## config.mk

```make
export PLATFORM = sky130hd
export DESIGN_NAME = leading_one_enum
export DESIGN_NICKNAME = d
export VERILOG_FILES = /design/src/rtl/leading_one_pkg.sv /design/src/rtl/leading_one_enum.sv
export SDC_FILE = /design/constraint.sdc
export NUM_CORES = 1
export LEC_CHECK = 0
export ABC_CLOCK_PERIOD_IN_PS = 6100
export BUFFER_PORTS_ARGS = -buffer_cell sky130_fd_sc_hd__buf_2
export CAP_MARGIN = 10
export CORE_ASPECT_RATIO = 1.75
export CORE_UTILIZATION = 35
export CTS_CLUSTER_SIZE = 12
export DETAILED_ROUTE_END_ITERATION = 6
export GPL_TIMING_DRIVEN = 1
export SLEW_MARGIN = 20
export SYNTH_ARGS = -nofsm -noshare
export SYNTH_HDL_FRONTEND = slang
export SYNTH_SLANG_ARGS = --single-unit
```

## constraint.sdc

```tcl
create_clock -name clk -period 6.1 [get_ports clk]
set_input_delay 0 -clock clk [delete_from_list [all_inputs] [get_ports clk]]
set_output_delay 0 -clock clk [all_outputs]
set_load 0.005 [all_outputs]
```

## src/rtl/leading_one_pkg.sv

```systemverilog
// Shared definitions for the leading-one detector/enumerator family: default
// sizes, the FSM state type, and small golden helpers for index legality and masks.
package leading_one_pkg;

    localparam int WIDTH_DEF = 9;
    localparam int IDX_W_DEF = 5;
    localparam int IDX_NONE  = -1;

    typedef enum logic {
        IDLE = 1'b0,
        RUN  = 1'b1
    } state_t;

    // An index is legal when it names a bit of the word, or IDX_NONE for the zero word.
    function automatic logic index_legal(input int idx, input int width);
        return (idx >= IDX_NONE) && (idx < width);
    endfunction

    // Largest word whose leading one sits at position k (all ones up to bit k).
    function automatic int end_mask(input int k);
        if (k < 0)
            return 0;
        return (1 << (k + 1)) - 1;
    endfunction

endpackage

```

## src/rtl/leading_one_enum.sv

```systemverilog
// Enumerates, one word per output handshake, every WIDTH-bit value whose leading
// one sits at the requested signed index; index -1 yields the single word 0.
module leading_one_enum
    import leading_one_pkg::*;
#(
    parameter int WIDTH = WIDTH_DEF,
    parameter int IDX_W = IDX_W_DEF
) (
    input  logic                    clk,
    input  logic                    rst,
    input  logic                    in_valid,
    output logic                    in_ready,
    input  logic signed [IDX_W-1:0] in_index,
    output logic                    out_valid,
    input  logic                    out_ready,
    output logic        [WIDTH-1:0] out_data,
    output logic                    out_last,
    output logic                    busy,
    output logic                    err
);

    state_t             state;
    state_t             state_n;
    logic [WIDTH-1:0]   mask;
    logic [WIDTH-1:0]   mask_n;
    logic [WIDTH-1:0]   data_n;
    logic [WIDTH-1:0]   data_inc;
    logic [WIDTH-1:0]   one_hot;
    logic               valid_n;
    logic               last_n;
    logic               err_n;
    logic               legal;
    logic               accept;
    logic               transfer;
    int                 idx;

    assign in_ready = (state == IDLE);
    assign busy     = (state == RUN);
    assign accept   = in_valid && in_ready;
    assign transfer = out_valid && out_ready;

    // Sign-extend before the range check so an out-of-range index is never
    // truncated into a legal one.
    assign idx      = int'(in_index);
    assign legal    = index_legal(idx, WIDTH);
    assign one_hot  = {{(WIDTH-1){1'b0}}, 1'b1} << idx;
    assign data_inc = out_data + {{(WIDTH-1){1'b0}}, 1'b1};

    always_comb begin
        state_n = state;
        data_n  = out_data;
        last_n  = out_last;
        valid_n = out_valid;
        mask_n  = mask;
        err_n   = 1'b0;
        case (state)
            IDLE: begin
                if (accept) begin
                    if (!legal) begin
                        err_n = 1'b1;
                    end else if (idx == IDX_NONE) begin
                        state_n = RUN;
                        valid_n = 1'b1;
                        data_n  = '0;
                        mask_n  = '0;
                        last_n  = 1'b1;
                    end else begin
                        state_n = RUN;
                        valid_n = 1'b1;
                        data_n  = one_hot;
                        mask_n  = one_hot | (one_hot - {{(WIDTH-1){1'b0}}, 1'b1});
                        last_n  = (idx == 0);
                    end
                end
            end
            RUN: begin
                // Termination compares against the end mask, so the
                // incrementer never needs to wrap.
                if (transfer) begin
                    if (out_last) begin
                        state_n = IDLE;
                        valid_n = 1'b0;
                        last_n  = 1'b0;
                    end else begin
                        data_n = data_inc;
                        last_n = (data_inc == mask);
                    end
                end
            end
            default: begin
                state_n = IDLE;
                valid_n = 1'b0;
                last_n  = 1'b0;
            end
        endcase
    end

    always_ff @(posedge clk) begin
        if (rst) begin
            state     <= IDLE;
            out_data  <= '0;
            out_last  <= 1'b0;
            out_valid <= 1'b0;
            mask      <= '0;
            err       <= 1'b0;
        end else begin
            state     <= state_n;
            out_data  <= data_n;
            out_last  <= last_n;
            out_valid <= valid_n;
            mask      <= mask_n;
            err       <= err_n;
        end
    end

endmodule

```

* After elaboration in Yosys (flattened, before gate mapping)
Index checks and enable logic that the tools add are counted.
** Cells by class
- Mux-type cells :: 24
- Add/sub/neg operators :: 2
- Bitwise gates (word level) :: 3
- $lt $le $gt $ge :: 2
- Shifts and indexed selects :: 1
- Equal/unequal tests :: 7
- Reductions and logical operators :: 9
** Operator list (number)
- $mux W9 :: 6
- $logic_not A32 Y1 :: 1
- $shl A1 B32 Y9 const A :: 1
- $pmux W9 S2 :: 1
- $mux W1 :: 14
- $add A9 B1 Y9 const B :: 1
- $eq A9 B9 Y1 :: 1
- $or A9 B9 Y9 :: 1
- $sub A9 B1 Y9 const B :: 1
- $reduce_and A4 Y1 :: 2
- $ne A2 B1 Y1 const B :: 3
- $pmux W1 S2 :: 3
- $reduce_and A3 Y1 :: 2
- $eq A5 B1 Y1 const B :: 1
- $ge A5 B1 Y1 const B :: 1
- $lt A5 B5 Y1 const B :: 1
- $ne A2 B2 Y1 const B :: 2
- $logic_and A1 B1 Y1 :: 3
- $reduce_or A3 Y1 :: 1
- $not A1 Y1 :: 2
** Storage, ports and cells
- Logic and storage cells :: 54
- Input bits :: 9
- Bits in registers :: 22

* Longest topological paths before layout
Gate-level depths: netlist of the first run.
- Word-level depth :: 5
- Depth in mapped cells :: 11
- Gate-level depth less buffers :: 8

* Worst setup path before layout of the first run
Ideal clock, no wire load.
- Path kind :: in2reg
- From :: input in_index[0]
- To :: register out_data[1]
- Library setup time :: 121 ps
- Slack :: 3752 ps
- Required time :: 5979 ps
- Stages on the path :: 9
- Arrival time :: 2227 ps
- Cell sequence :: clkbuf_1 > nand3_1 > nor2_1 > ha_1 > or4b_1 > mux2_4 > and3_1 > o21ai_2 > mux2_2
** Between the ends
- Cells in the longest elaborated chain, start to end :: 5
- Elaborated cells between the ends (all ways) :: 11
- Classes of those cells :: order compare: 2; eq/ne: 2; shift: 1; mux: 4; reduce/logical: 2
** RTL lines
- start, declared :: line leading_one_enum.sv:13 : input logic signed [IDX_W-1:0] in_index,
- branches (longest 5 deep; another with $ge A5 B1 Y1)
- end signal, assigned :: line leading_one_enum.sv:108 : out_data <= data_n;
- end, declared :: line leading_one_enum.sv:16 : output logic [WIDTH-1:0] out_data,
Parallel ways; which one is timed is not known. The select of a mux whose other input is x is not followed.
A chain may end at the register's enable or synchronous reset.

* Worst setup path after layout of the first run
- From :: register out_data[0]
- To :: register out_last
** Between the ends
- Cells in the longest elaborated chain, start to end :: 5
** RTL lines
- $add A9 B1 Y9 :: line leading_one_enum.sv:47 : assign data_inc = out_data + {{(WIDTH-1){1'b0}}, 1'b1};
- $eq A9 B9 Y1 :: line leading_one_enum.sv:86 : last_n = (data_inc == mask);
- $mux W1 :: line leading_one_enum.sv:80 : if (out_last) begin
- $mux W1 :: line leading_one_enum.sv:79 : if (transfer) begin
- $pmux W1 S2 :: line leading_one_enum.sv:56 : case (state)
- end signal, assigned :: line leading_one_enum.sv:109 : out_last <= last_n;
- end, declared :: line leading_one_enum.sv:17 : output logic out_last,
No other way between the ends. The select of a mux whose other input is x is not followed.

==> tab_implementation.tex, run 1 <==
\begin{tabular}{lr}
\hline
Metric & Value \\
\hline
\multicolumn{2}{l}{\textbf{Status}} \\
Result of the run & finished clean \\
\multicolumn{2}{l}{\textbf{Routing}} \\
Number of optimization iterations in the first detailed-route pass & 4 \\
Remaining antenna violation count after routing & 0 \\
Total vias in the final route & 1553 \\
Avg WL per Cell & 17.3 um \\
Total detailed-routing wirelength & 4610 um \\
DRC errors left & 0 \\
Number of violations reported at the end of detailed-routing iteration 0 & 44 \\
Via-to-Cell Ratio & approximately 5.8 \\
\multicolumn{2}{l}{\textbf{Pwr}} \\
Leakage power & 0.644 nW \\
Power Dens Cells & around 190 nW/um2 \\
Max VDD drop & 0.104 mV \\
\multicolumn{2}{l}{\textbf{Global routing}} \\
Pin count of the biggest net entering global routing & 29 \\
Total routing usage reported by global routing & 0.208 \\
Via count of the first global-routing pass & 1504 \\
Antenna violations before repair & 0 \\
Wire length of the first global-routing pass & $\sim$7400 um \\
Overflow after GRT & 0 \\
\multicolumn{2}{l}{\textbf{Placement}} \\
Global placement routability congestion & 0.906 \\
HPWL after DPL & around 3500 um \\
Post-place setup slack & 3670 ps \\
Number of I/O port buffers & 22 \\
\multicolumn{2}{l}{\textbf{Logic synthesis}} \\
Area share of the largest cell type after synthesis & 0.274 \\
Synth Area per Inst & 7.93 um2 \\
Synth Register Bits & 22 \\
Mapped Cells & 203 \\
Number of library cell types mapped by synthesis & 52 \\
Largest area contributor in the synthesized netlist & dfxtp\_1 \\
Synthesized-area fraction occupied by xor and xnor cells & 0.0544 \\
Main combinational cell family by area after synthesis & simple AND/OR/NAND/NOR gates \\
Net count after synthesis & 214 \\
Mapped cell area & 1610 um2 \\
EDFF count, synth & 0 \\
Multiplexer area fraction after synthesis & 0.0754 \\
Synth top area cells & dfxtp\_1 27\%, mux2i\_1 5.0\%, nor2\_1 4.4\% \\
Adder-cell share of the synthesized area & 0.0156 \\
Yosys Warn Count & 0 \\
Compound-gate portion of the synthesized area & 0.243 \\
Seq/Total Area, Yosys & 0.274 \\
Main flop type after synthesis & dfxtp\_1 \\
Share of flip-flops with an asynchronous set or reset after synthesis & 0 \\
Simple-gate area share of the yosys netlist & 0.266 \\
\multicolumn{2}{l}{\textbf{Critical path}} \\
Slowest cell on the critical path & dfxtp\_1 \\
Buffers and inverters on the worst path & 1 \\
Crit path DAT & roughly 2500 ps \\
Crit path launch type & register \\
CP required & 6300 ps \\
Critical Path End Type & register \\
Ordered cell list for the critical path & ha\_1, inv\_1, o41a\_1, a2111oi\_0, o211ai\_1, o22ai\_2 \\
Startpoint-to-endpoint class of the critical path & reg2reg \\
Largest delay share family, worst path & compound AO/OA/AOI/OAI gates \\
Maximum fanout encountered on the critical timing path & 8 \\
CP peak stage delay & 550 ps \\
\multicolumn{2}{l}{\textbf{Timing}} \\
Slew of the pin with the lowest slew margin & around 830 ps \\
RSZ-0062 raised after global routing & false \\
Final Cycle Share & 0.378 \\
Total negative slack & 0 ps \\
Slew HR & 0.447 \\
Final count of hold timing violations & 0 \\
Setup violations, final & 0 \\
Final slew viol count & 0 \\
Minimum clock period after layout & between 2000 and 2500 ps \\
Worst clock skew on the final layout & about 1.9 ps \\
Smallest setup slack after layout & 3800 ps \\
Highest achievable clock rate & 434 MHz \\
\multicolumn{2}{l}{\textbf{Clocking}} \\
Cell at the root of the clock tree & clkbuf\_8 \\
Max Root-Sink Buffers & 2 \\
Number of setup buffers added after CTS & 0 \\
Clock latency of the later-clocked register in the worst-skew pair & 270 ps \\
Clock tree from TritonCTS & built \\
Sink Count & 22 \\
Post-CTS Hold Buffers & 1 \\
Post-CTS sizing & 0 \\
Cts bufs inserted & 3 \\
CTS H-tree lvls & 1 \\
Clock-pin slew of the registers on the worst-case setup and hold paths & 90 ps \\
\multicolumn{2}{l}{\textbf{Final layout}} \\
Area delta synth->final & 9.80\% \\
Net count, final & 227 \\
Share of final-layout standard cells stronger than drive strength 1 & 0.153 \\
Most frequent cells in the layout & 22 x dfxtp\_1, 22 x buf\_2, 19 x nor2\_1 \\
Post-Route Utilization & 0.401 \\
Number of antenna diodes & 0 \\
\multicolumn{2}{l}{\textbf{Floorplan}} \\
Die area & 4880 um2 \\
Horizontal extent of the die & 53.3 um \\
Effective utilization at floorplan & 0.365 \\
Rows & 32 \\
Placeable Area & 4400 um2 \\
Number of ports placed on the die boundary & 23 \\
Chip height & 91.7 um \\
\multicolumn{2}{l}{\textbf{Flow run}} \\
Max Cap Viol & 0 \\
\multicolumn{2}{l}{\textbf{Hold path}} \\
Min-delay worst type & in2reg \\
\hline
\end{tabular}
cells in the mapped netlist (2+ instances only):
cell       count
a211o_1        2
a211oi_1       5
a21oi_1        6
a221oi_1       4
a22oi_1        3
a31oi_1        5
and2_1         3
and3_1         3
buf_2          2
buf_6          3
clkbuf_1      10
dfxtp_1       22
ha_1           2
inv_1          9
mux2_4         2
mux2i_1        8
nand2_1       12
nand2b_1       5
nand3_1       10
nor2_1        19
nor2b_1        3
nor3_1         7
nor4_1         2
nor4b_1        3
o21ai_0       12
o2bb2ai_1      2
o31ai_1        2
o32ai_1        2
or3_1          4
xnor2_1        6
xor2_1         4
flip-flops by register name (all words and copies together), names as in the netlist:
name,count
out_data,9
err,1
busy,1
mask,9
out_last,1
out_valid,1
path summary, 6_finish.rpt:
| path | startpoint | endpoint | slack, ps | cells after the start |
|---|---|---|---|---|
| worst max-delay path | out_data[0]$_SDFFE_PP0P_ | out_last$_SDFFE_PP0P_ | 3800 | 6 |
| worst min-delay path | rst | mask[5]$_SDFFE_PP0P_ | 200 | 2 |
| worst max register to register | out_data[0]$_SDFFE_PP0P_ | out_last$_SDFFE_PP0P_ | 3800 | 6 |
| worst min register to register | mask[4]$_SDFFE_PP0P_ | mask[4]$_SDFFE_PP0P_ | 530 | 2 |
where the power goes:
| part | leakage [nW] | switching (mW) | internal, mW |
|---|---|---|---|
| combinational | 0.436 | 0.0352 | 0.0277 |
| clock | 0.0288 | 0.0523 | 0.0577 |
| sequential | 0.179 | 0.0111 | 0.151 |
stage by stage:
step | power, mW | cells | cell area, um2 | hold slack, ps
2_1_floorplan | 0.210 | 203 | 1610 | 135
3_3_place_gp | 0.227 | 261 | 1700 | 282
3_5_place_dp | 0.227 | 261 | 1700 | 287
4_1_cts | 0.335 | 266 | 1770 | 190
5_1_grt | 0.352 | 266 | 1770 | 210
6_report | 0.335 | 266 | 1770 | 201
cell families (layout without fill, tap and decap cells):
| kind of cell | Yosys count | in the layout |
|---|---|---|
| buffers and inverters | 24 | 36 |
| xor gates and xnor gates | 10 | 10 |
| and+or+nand+nor | 79 | 79 |
| adders and majority gates | 2 | 2 |
| muxes | 11 | 11 |
| AOI/OAI and AO/OA | 55 | 55 |
| DFF | 22 | 22 |
final cells by class:
cell class,instances,area (um2)
fillers,493,2640
repair buffers,23,120
clock buffers,4,55.1
multi-input cells,157,1050
flip-flops and latches,22,440
well taps,51,63.8
inverters,9,33.8
routing by layer:
metal	GRT usage	wire length, um	up-vias
met5	0	0	-
met4	0.129	258	0
met3	0.0249	140	14
met2	0.358	2390	42
met1	0.226	1830	720
li1	-	-	777
No activity file was read; power rests on OpenSTA's default activity.
==> run 2: changes to the inputs <==
Settings changed: ABC_AREA set to 1, ABC_CLOCK_PERIOD_IN_PS 6100 to 2200.
Clock period 6.1 ns to 2.2 ns, I/O delays scaled along.
==> tab_implementation.tex, run 2 <==
\begin{tabular}{lr}
\hline
Metric & Value \\
\hline
\multicolumn{2}{l}{\textbf{Routing}} \\
Total detailed-routing wirelength & 4120 um (-11\%) \\
Number of violations reported at the end of detailed-routing iteration 0 & 28 (-36\%) \\
Via-to-Cell Ratio & 5.19 (-11\%) \\
Number of optimization iterations in the first detailed-route pass & 4 (unchanged) \\
DRC errors left & 0 (unchanged) \\
Total vias in the final route & 1597 (+2.8\%) \\
Remaining antenna violation count after routing & 0 (unchanged) \\
Avg WL per Cell & 13.4 um (-23\%) \\
\multicolumn{2}{l}{\textbf{Final layout}} \\
Final non-filler cell total & 308 (+16\%) \\
Most frequent cells in the layout & 67 x nand2\_1, 32 x nand3\_1, 28 x inv\_1 \\
Number of antenna diodes & 0 (unchanged) \\
Cell area after layout & 1710 um2 (-3.0\%) \\
Share of final-layout standard cells stronger than drive strength 1 & 0.143 (-0.0106) \\
Largest registers & mask (9), out\_data (9) \\
Net count, final & 271 (+19\%) \\
Area delta synth->final & 13.8\% \\
Most common cell after layout, fill and taps aside & nand2\_1 \\
\multicolumn{2}{l}{\textbf{Pwr}} \\
Leakage power & 0.751 nW (+17\%) \\
Cell-internal power & 0.729 mW (+210\%) \\
Net switching share of the total power & 0.284 (-0.0105) \\
Seq pwr share & 0.433 (-0.051) \\
Power Dens Cells & 594 nW/um2 (+210\%) \\
Proportion of power drawn by the clock network & 0.389 (+0.061) \\
Combinational fraction of design power & 0.178 (-0.010) \\
Max VDD drop & 0.275 mV (+160\%) \\
Post-layout power & 1.02 mW (+200\%) \\
Net switching power figure & 0.289 mW (+190\%) \\
\multicolumn{2}{l}{\textbf{Logic synthesis}} \\
Largest area contributor in the synthesized netlist & dfxtp\_1 \\
Post-synth top cells & 67 x nand2\_1, 32 x nand3\_1, 28 x inv\_1 \\
Area share of the largest cell type after synthesis & 0.292 (+0.0186) \\
Share of flip-flops with an asynchronous set or reset after synthesis & 0 (unchanged) \\
Mapped Cells & 236 (+16\%) \\
Yosys Warn Count & 0 (unchanged) \\
EDFF count, synth & 0 (unchanged) \\
Mapped cell area & 1510 um2 (-6.4\%) \\
Main flop type after synthesis & dfxtp\_1 \\
Synth Register Bits & 22 (unchanged) \\
Net count after synthesis & 247 (+15\%) \\
Number of library cell types mapped by synthesis & 28 (-46\%) \\
Seq/Total Area, Yosys & 0.292 (+0.0186) \\
Synth top area cells & dfxtp\_1 29\%, nand2\_1 17\%, nand3\_1 11\% \\
Synth Area per Inst & 6.38 um2 (-19\%) \\
Leading cell type by number of instances after synthesis & nand2\_1 \\
\multicolumn{2}{l}{\textbf{Clocking}} \\
Post-CTS sizing & 0 (unchanged) \\
Post-CTS Hold Buffers & 0 (-1) \\
Cts bufs inserted & 3 (unchanged) \\
Clock-pin slew of the registers on the worst-case setup and hold paths & 90 ps (about the same) \\
CTS H-tree lvls & 1 (unchanged) \\
Cell at the root of the clock tree & clkbuf\_8 \\
Clock tree from TritonCTS & built \\
Clock latency of the later-clocked register in the worst-skew pair & 270 ps (about the same) \\
Max Root-Sink Buffers & 2 (unchanged) \\
Number of setup buffers added after CTS & 0 (unchanged) \\
Sink Count & 22 (unchanged) \\
\multicolumn{2}{l}{\textbf{Global routing}} \\
Total routing usage reported by global routing & 0.201 (-0.00667) \\
Antenna violations before repair & 0 (unchanged) \\
Pin count of the biggest net entering global routing & 19 (-34\%) \\
Via count of the first global-routing pass & 1453 (-3.4\%) \\
Wire length of the first global-routing pass & 6900 um (-6.5\%) \\
Overflow after GRT & 0 (unchanged) \\
\multicolumn{2}{l}{\textbf{Timing}} \\
Slew HR & 0.715 (+0.268) \\
Setup violations, final & 0 (unchanged) \\
RSZ-0062 raised after global routing & false \\
Final slew viol count & 0 (unchanged) \\
Total negative slack & 0 ps (unchanged) \\
Slew of the pin with the lowest slew margin & 427 ps (-402 ps) \\
Worst clock skew on the final layout & 5.84 ps (+3.97 ps) \\
Highest achievable clock rate & 598 MHz \\
Final Cycle Share & 0.760 \\
Final count of hold timing violations & 0 (unchanged) \\
Minimum clock period after layout & around 1700 ps \\
\multicolumn{2}{l}{\textbf{Critical path}} \\
Critical Path End Type & register \\
Maximum fanout encountered on the critical timing path & 12 (+4) \\
Ordered cell list for the critical path & buf\_2, nand2\_2, nor2\_4, ha\_1, clkinv\_1, nand3\_2, nand3\_4, nand2\_8, nand2\_8, nor3\_1, nor2\_1 \\
Startpoint-to-endpoint class of the critical path & in2reg \\
Crit path DAT & 1840 ps (-670 ps) \\
CP required & 2370 ps (-3930 ps) \\
Cell type with the highest occurrence count on the critical path & nand2\_8 \\
Slack of the worst reg-to-reg path & 570 ps (-3230 ps) \\
Slowest cell on the critical path & clkinv\_1 \\
CP peak stage delay & 270 ps (-280 ps) \\
Crit path launch type & input port \\
\multicolumn{2}{l}{\textbf{Flow run}} \\
Max Cap Viol & 0 (unchanged) \\
\multicolumn{2}{l}{\textbf{Placement}} \\
Inst Count DP & 304 (+16\%) \\
HPWL after DPL & 3190 um (-8.2\%) \\
Number of I/O port buffers & 22 (unchanged) \\
Dpl cell area & 1640 um2 (-3.5\%) \\
Global placement routability congestion & 0.856 (-5.5\%) \\
\multicolumn{2}{l}{\textbf{Floorplan}} \\
Die area & 4580 um2 (-6.2\%) \\
Placeable Area & 4110 um2 (-6.6\%) \\
Horizontal extent of the die & 51.6 um (-3.1\%) \\
Effective utilization at floorplan & 0.366 (+0.00106) \\
Chip height & 88.8 um (-3.2\%) \\
Rows & 31 (-3.1\%) \\
Number of ports placed on the die boundary & 23 (unchanged) \\
\multicolumn{2}{l}{\textbf{Hold path}} \\
Min-delay worst type & in2reg \\
\multicolumn{2}{l}{\textbf{Status}} \\
Result of the run & finished clean \\
\hline
\end{tabular}
run 2: changes by cell type in the layout (fill, tap and decap cells not counted), sizes merged, moves of 5 or more:
| cell | delta |
|---|---|
| a21oi | +17 |
| xnor2 | -6 |
| nand3 | +24 |
| mux2i | -8 |
| inv | +20 |
| nand4 | +9 |
| nor3 | -5 |
| nand2 | +59 |
| nand2b | -5 |
run 2: worst max-delay path: cells and delay by family:
kind / cells / cell delay, ps
simple gates: 8 / 1170
buf+inv: 2 / 450
fa+ha+maj: 1 / 210
run 2: logic make-up after synthesis:
logic type | count (synthesis) | share of synthesized area
and+or+nand+nor | 138 | 0.434
AOI/OAI and AO/OA | 37 | 0.127
buffers and inverters | 35 | 0.108
DFF | 22 | 0.292
xor gates and xnor gates | 2 | 0.0216
adders and majority gates | 2 | 0.0166
run 2: layer usage:
layer | wire length, um | GRT usage | share of wire | up-vias
met5 | 0 | 0 | 0 | -
met1 | 1680 | 0.233 | 0.41 | 729
met3 | 129 | 0.0223 | 0.031 | 5
met4 | 44 | 0.0516 | 0.011 | 0
met2 | 2270 | 0.379 | 0.55 | 37
li1 | - | - | - | 826
run 2: power groups by stage:
| stage | Sequential (mW) | Clock (mW) | Combinational, mW |
|---|---|---|---|
| 6_report | 0.441 | 0.396 | 0.181 |
| 5_1_grt | 0.444 | 0.414 | 0.203 |
| 4_1_cts | 0.441 | 0.396 | 0.181 |
| 3_5_place_dp | 0.450 | 0 | 0.180 |
| 3_3_place_gp | 0.450 | 0 | 0.181 |
| 2_1_floorplan | 0.447 | 0 | 0.129 |
run 2: layout make-up:
type | count | area [um2]
Inverter | 30 | 113
Tap cell | 49 | 61.3
Multi-Input combinational cell | 179 | 903
Sequential cell | 22 | 440
Timing Repair Buffer | 24 | 125
Clock inverter | 1 | 30.0
Clock buffer | 3 | 41.3
Fill cell | 484 | 2400
run 2: path summary, 6_finish.rpt:
| check | start | endpoint | cells past startpoint |
|---|---|---|---|
| setup / recovery | in_index[0] | out_data[4]$_SDFFE_PP0P_ | 11 |
| hold / removal | in_valid | busy$_SDFF_PP0_ | 3 |
| setup reg to reg | busy$_SDFF_PP0_ | out_data[4]$_SDFFE_PP0P_ | 7 |
| hold reg to reg | mask[3]$_SDFFE_PP0P_ | mask[3]$_SDFFE_PP0P_ | 2 |
run 2: through the flow:
stage	hold slack (ps)	util	setup WS (ps)
final	47.4	0.417	528
after global routing	85.7	0.417	326
after CTS	53.3	0.417	559
after detailed placement	341	0.400	266
after global placement	336	0.400	282
after floorplan	182	-	803
==> run 3: changes to the inputs <==
Settings changed: ABC_CLOCK_PERIOD_IN_PS 2200 to 1600.
Clock period 2.2 ns to 1.6 ns, I/O delays scaled along.
==> tab_implementation.tex, run 3 (same netlist as run 2, synthesis figures left out) <==
\begin{tabular}{lr}
\hline
Metric & Value \\
\hline
\multicolumn{2}{l}{\textbf{Final layout}} \\
\# fillers & 479 (-1.0\%) \\
Area used by multi-input combinational logic & 923 um2 (+2.2\%) \\
Most frequent cells in the layout & 66 x nand2\_1, 32 x nand3\_1, 27 x inv\_1 \\
Area of all sequential standard cells & 448 um2 (+1.7\%) \\
Number of antenna diodes & 0 (unchanged) \\
Most common cell after layout, fill and taps aside & nand2\_1 \\
Share of final-layout standard cells stronger than drive strength 1 & 0.192 (+0.0489) \\
Cell area after layout & 1790 um2 (+4.7\%) \\
Post-Route Utilization & 0.436 (+0.0195) \\
Largest registers & mask (9), out\_data (9) \\
Area delta synth->final & 19.1\% \\
Net count, final & 278 (+2.6\%) \\
\multicolumn{2}{l}{\textbf{Timing}} \\
Worst clock skew on the final layout & 4.35 ps (-1.49 ps) \\
Setup violations, final & 0 (unchanged) \\
RSZ-0062 raised after global routing & true \\
Final Cycle Share & 0.934 \\
Slew HR & 0.732 (+0.0170) \\
Minimum clock period after layout & approximately 1500 ps \\
Slew of the pin with the lowest slew margin & 402 ps (-25.5 ps) \\
Final count of hold timing violations & 0 (unchanged) \\
Final slew viol count & 0 (unchanged) \\
Highest achievable clock rate & 669 MHz \\
Smallest hold slack & 52.6 ps (+5.15 ps) \\
\multicolumn{2}{l}{\textbf{Critical path}} \\
Maximum fanout encountered on the critical timing path & 6 (-6) \\
Largest delay share family, worst path & simple AND/OR/NAND/NOR gates \\
Slack of the worst reg-to-reg path & 110 ps (-460 ps) \\
Ordered cell list for the critical path & nand2\_1, nor2\_1, nand2\_1, xor3\_1, nand4\_1, a21oi\_1 \\
CP peak stage delay & 430 ps (+160 ps) \\
Buffers and inverters on the worst path & 0 (-2) \\
Crit path launch type & register \\
Crit path DAT & 1700 ps (-140 ps) \\
Cell type with the highest occurrence count on the critical path & nand2\_1 \\
Slowest cell on the critical path & dfxtp\_1 \\
End of the critical path & out\_last\$\_SDFFE\_PP0P\_ \\
Critical Path End Type & register \\
Startpoint-to-endpoint class of the critical path & reg2reg \\
Count of cell instances traversed by the critical path & 6 (-5) \\
Critical register-to-register path startpoint & out\_data[3]\$\_SDFFE\_PP0P\_ \\
Critical R2R Capture & out\_last\$\_SDFFE\_PP0P\_ \\
CP required & 1810 ps (-560 ps) \\
Register-to-Register Path Depth & 6 (-1) \\
Crit path launch & out\_data[3]\$\_SDFFE\_PP0P\_ \\
\multicolumn{2}{l}{\textbf{Global routing}} \\
Grt peak-use layer & met2 \\
Via count of the first global-routing pass & 1438 (-1.0\%) \\
Wire length of the first global-routing pass & 6530 um (-5.3\%) \\
Overflow after GRT & 0 (unchanged) \\
Total routing usage reported by global routing & 0.191 (-0.0102) \\
Met3 layer usage reported by global route & 0.0206 (-0.00172) \\
GRT met1 Usage & 0.217 (-0.0159) \\
Antenna violations before repair & 0 (unchanged) \\
Pin count of the biggest net entering global routing & 19 (unchanged) \\
GRT met2 Usage & 0.346 (-0.0331) \\
\multicolumn{2}{l}{\textbf{Hold path}} \\
Hold path startpoint & in\_valid \\
Min-delay worst type & in2reg \\
\multicolumn{2}{l}{\textbf{Routing}} \\
Total vias in the final route & 1597 (unchanged) \\
Total detailed-routing wirelength & 3940 um (-4.3\%) \\
DRC errors left & 0 (unchanged) \\
Via-to-Cell Ratio & 5.07 (-2.2\%) \\
Avg WL per Cell & 12.5 um (-6.5\%) \\
Number of violations reported at the end of detailed-routing iteration 0 & 63 (+130\%) \\
Number of optimization iterations in the first detailed-route pass & 4 (unchanged) \\
Remaining antenna violation count after routing & 0 (unchanged) \\
\multicolumn{2}{l}{\textbf{Placement}} \\
Dpl cell area & 1700 um2 (+3.2\%) \\
HPWL after DPL & 3110 um (-2.3\%) \\
Number of I/O port buffers & 22 (unchanged) \\
Global placement routability congestion & 0.859 (+0.37\%) \\
\multicolumn{2}{l}{\textbf{Pwr}} \\
Seq pwr share & 0.431 (-0.002) \\
Post-layout power & 1.40 mW (+38\%) \\
Max VDD drop & 0.695 mV (+150\%) \\
Combinational fraction of design power & 0.185 (+0.007) \\
Cell-internal power & 1.01 mW (+39\%) \\
Net switching power figure & 0.389 mW (+35\%) \\
Leakage power & 0.780 nW (+4.0\%) \\
Proportion of power drawn by the clock network & 0.384 (-0.005) \\
Power Dens Cells & 782 nW/um2 (+32\%) \\
Net switching share of the total power & 0.277 (-0.00647) \\
\multicolumn{2}{l}{\textbf{Floorplan}} \\
Placeable Area & 4110 um2 (unchanged) \\
Chip height & 88.8 um (unchanged) \\
Rows & 31 (unchanged) \\
Number of ports placed on the die boundary & 23 (unchanged) \\
Die area & 4580 um2 (unchanged) \\
Effective utilization at floorplan & 0.366 (unchanged) \\
Horizontal extent of the die & 51.6 um (unchanged) \\
\multicolumn{2}{l}{\textbf{Clocking}} \\
Max Root-Sink Buffers & 2 (unchanged) \\
Clock tree from TritonCTS & built \\
Cell at the root of the clock tree & clkbuf\_8 \\
Sink Count & 22 (unchanged) \\
CTS H-tree lvls & 1 (unchanged) \\
Clock latency of the later-clocked register in the worst-skew pair & 270 ps (about the same) \\
Clock-pin slew of the registers on the worst-case setup and hold paths & 90 ps (about the same) \\
Number of setup buffers added after CTS & 0 (unchanged) \\
Cts bufs inserted & 3 (unchanged) \\
\multicolumn{2}{l}{\textbf{Status}} \\
Result of the run & finished clean \\
\multicolumn{2}{l}{\textbf{Flow run}} \\
Max Cap Viol & 0 (unchanged) \\
\hline
\end{tabular}
==> run 3: cell types whose count changed in the layout (fill, tap and decap cells not counted) <==
cell	delta
o21ai_0	-1
inv_2	+1
nor2_1	-2
ha_4	+1
nand2_1	-1
nor2_2	+2
ha_1	-1
dfxtp_1	-2
inv_1	-1
o21ai_1	+1
dfxtp_4	+2
nand2_2	+1
buf_4	+7
==> run 3: power by group through the flow <==
stage	clock (mW)	sequential, mW	combinational [mW]
3_5_place_dp	0	0.618	0.256
4_1_cts	0.544	0.606	0.257
5_1_grt	0.567	0.610	0.297
2_1_floorplan	0	0.614	0.177
6_report	0.539	0.605	0.259
3_3_place_gp	0	0.618	0.256
==> run 3: worst min path at each step <==
stage | end | depth (start not counted)
floorplan | mask[0]$_SDFFE_PP0P_ | 2
global placement | busy$_SDFF_PP0_ | 3
detailed placement | busy$_SDFF_PP0_ | 3
CTS | busy$_SDFF_PP0_ | 3
global route | err$_SDFF_PP0_ | 5
finish | busy$_SDFF_PP0_ | 3
==> run 3: stage by stage <==
stage / setup TNS [ps] / std cells / setup slack (ps)
after floorplan: 0 / 236 / 203
after global placement: 0 / 311 / 51.0
after detailed placement: 0 / 311 / 16.7
after CTS: 0 / 315 / 38.6
after global routing: -38.3 / 315 / -38.3
final: 0 / 315 / 106
==> run 3: area by class of cell <==
type / count / area share
Multi-Input combinational cell: 179 / 0.515
Sequential cell: 22 / 0.250
Timing Repair Buffer: 31 / 0.0990
Inverter: 30 / 0.0628
Tap cell: 49 / 0.0342
Clock buffer: 3 / 0.0230
Clock inverter: 1 / 0.0167
==> run 3: layer usage <==
metal	routed length, um	vias to the layer above
met3	121	8
met5	0	-
li1	-	837
met4	91	0
met2	2100	38
met1	1630	714
==> run 3: tightest hold or removal path, delay by kind of cell <==
| family | cells | cell delay, ps |
|---|---|---|
| and+or+nand+nor | 1 | 120 |
| buffers and inverters | 1 | 90 |
| AOI/OAI and AO/OA | 1 | 80 |
==> run 3: repair_timing <==
item / 4_1_cts / 5_1_grt
pin swaps: 0 / 2
endpoints found under the setup margin: 1 / 4
gates cloned: 0 / 0
resized for setup: 1 / 10
hold endpoints to repair: 0 / 0
hold buffers: 0 / 0
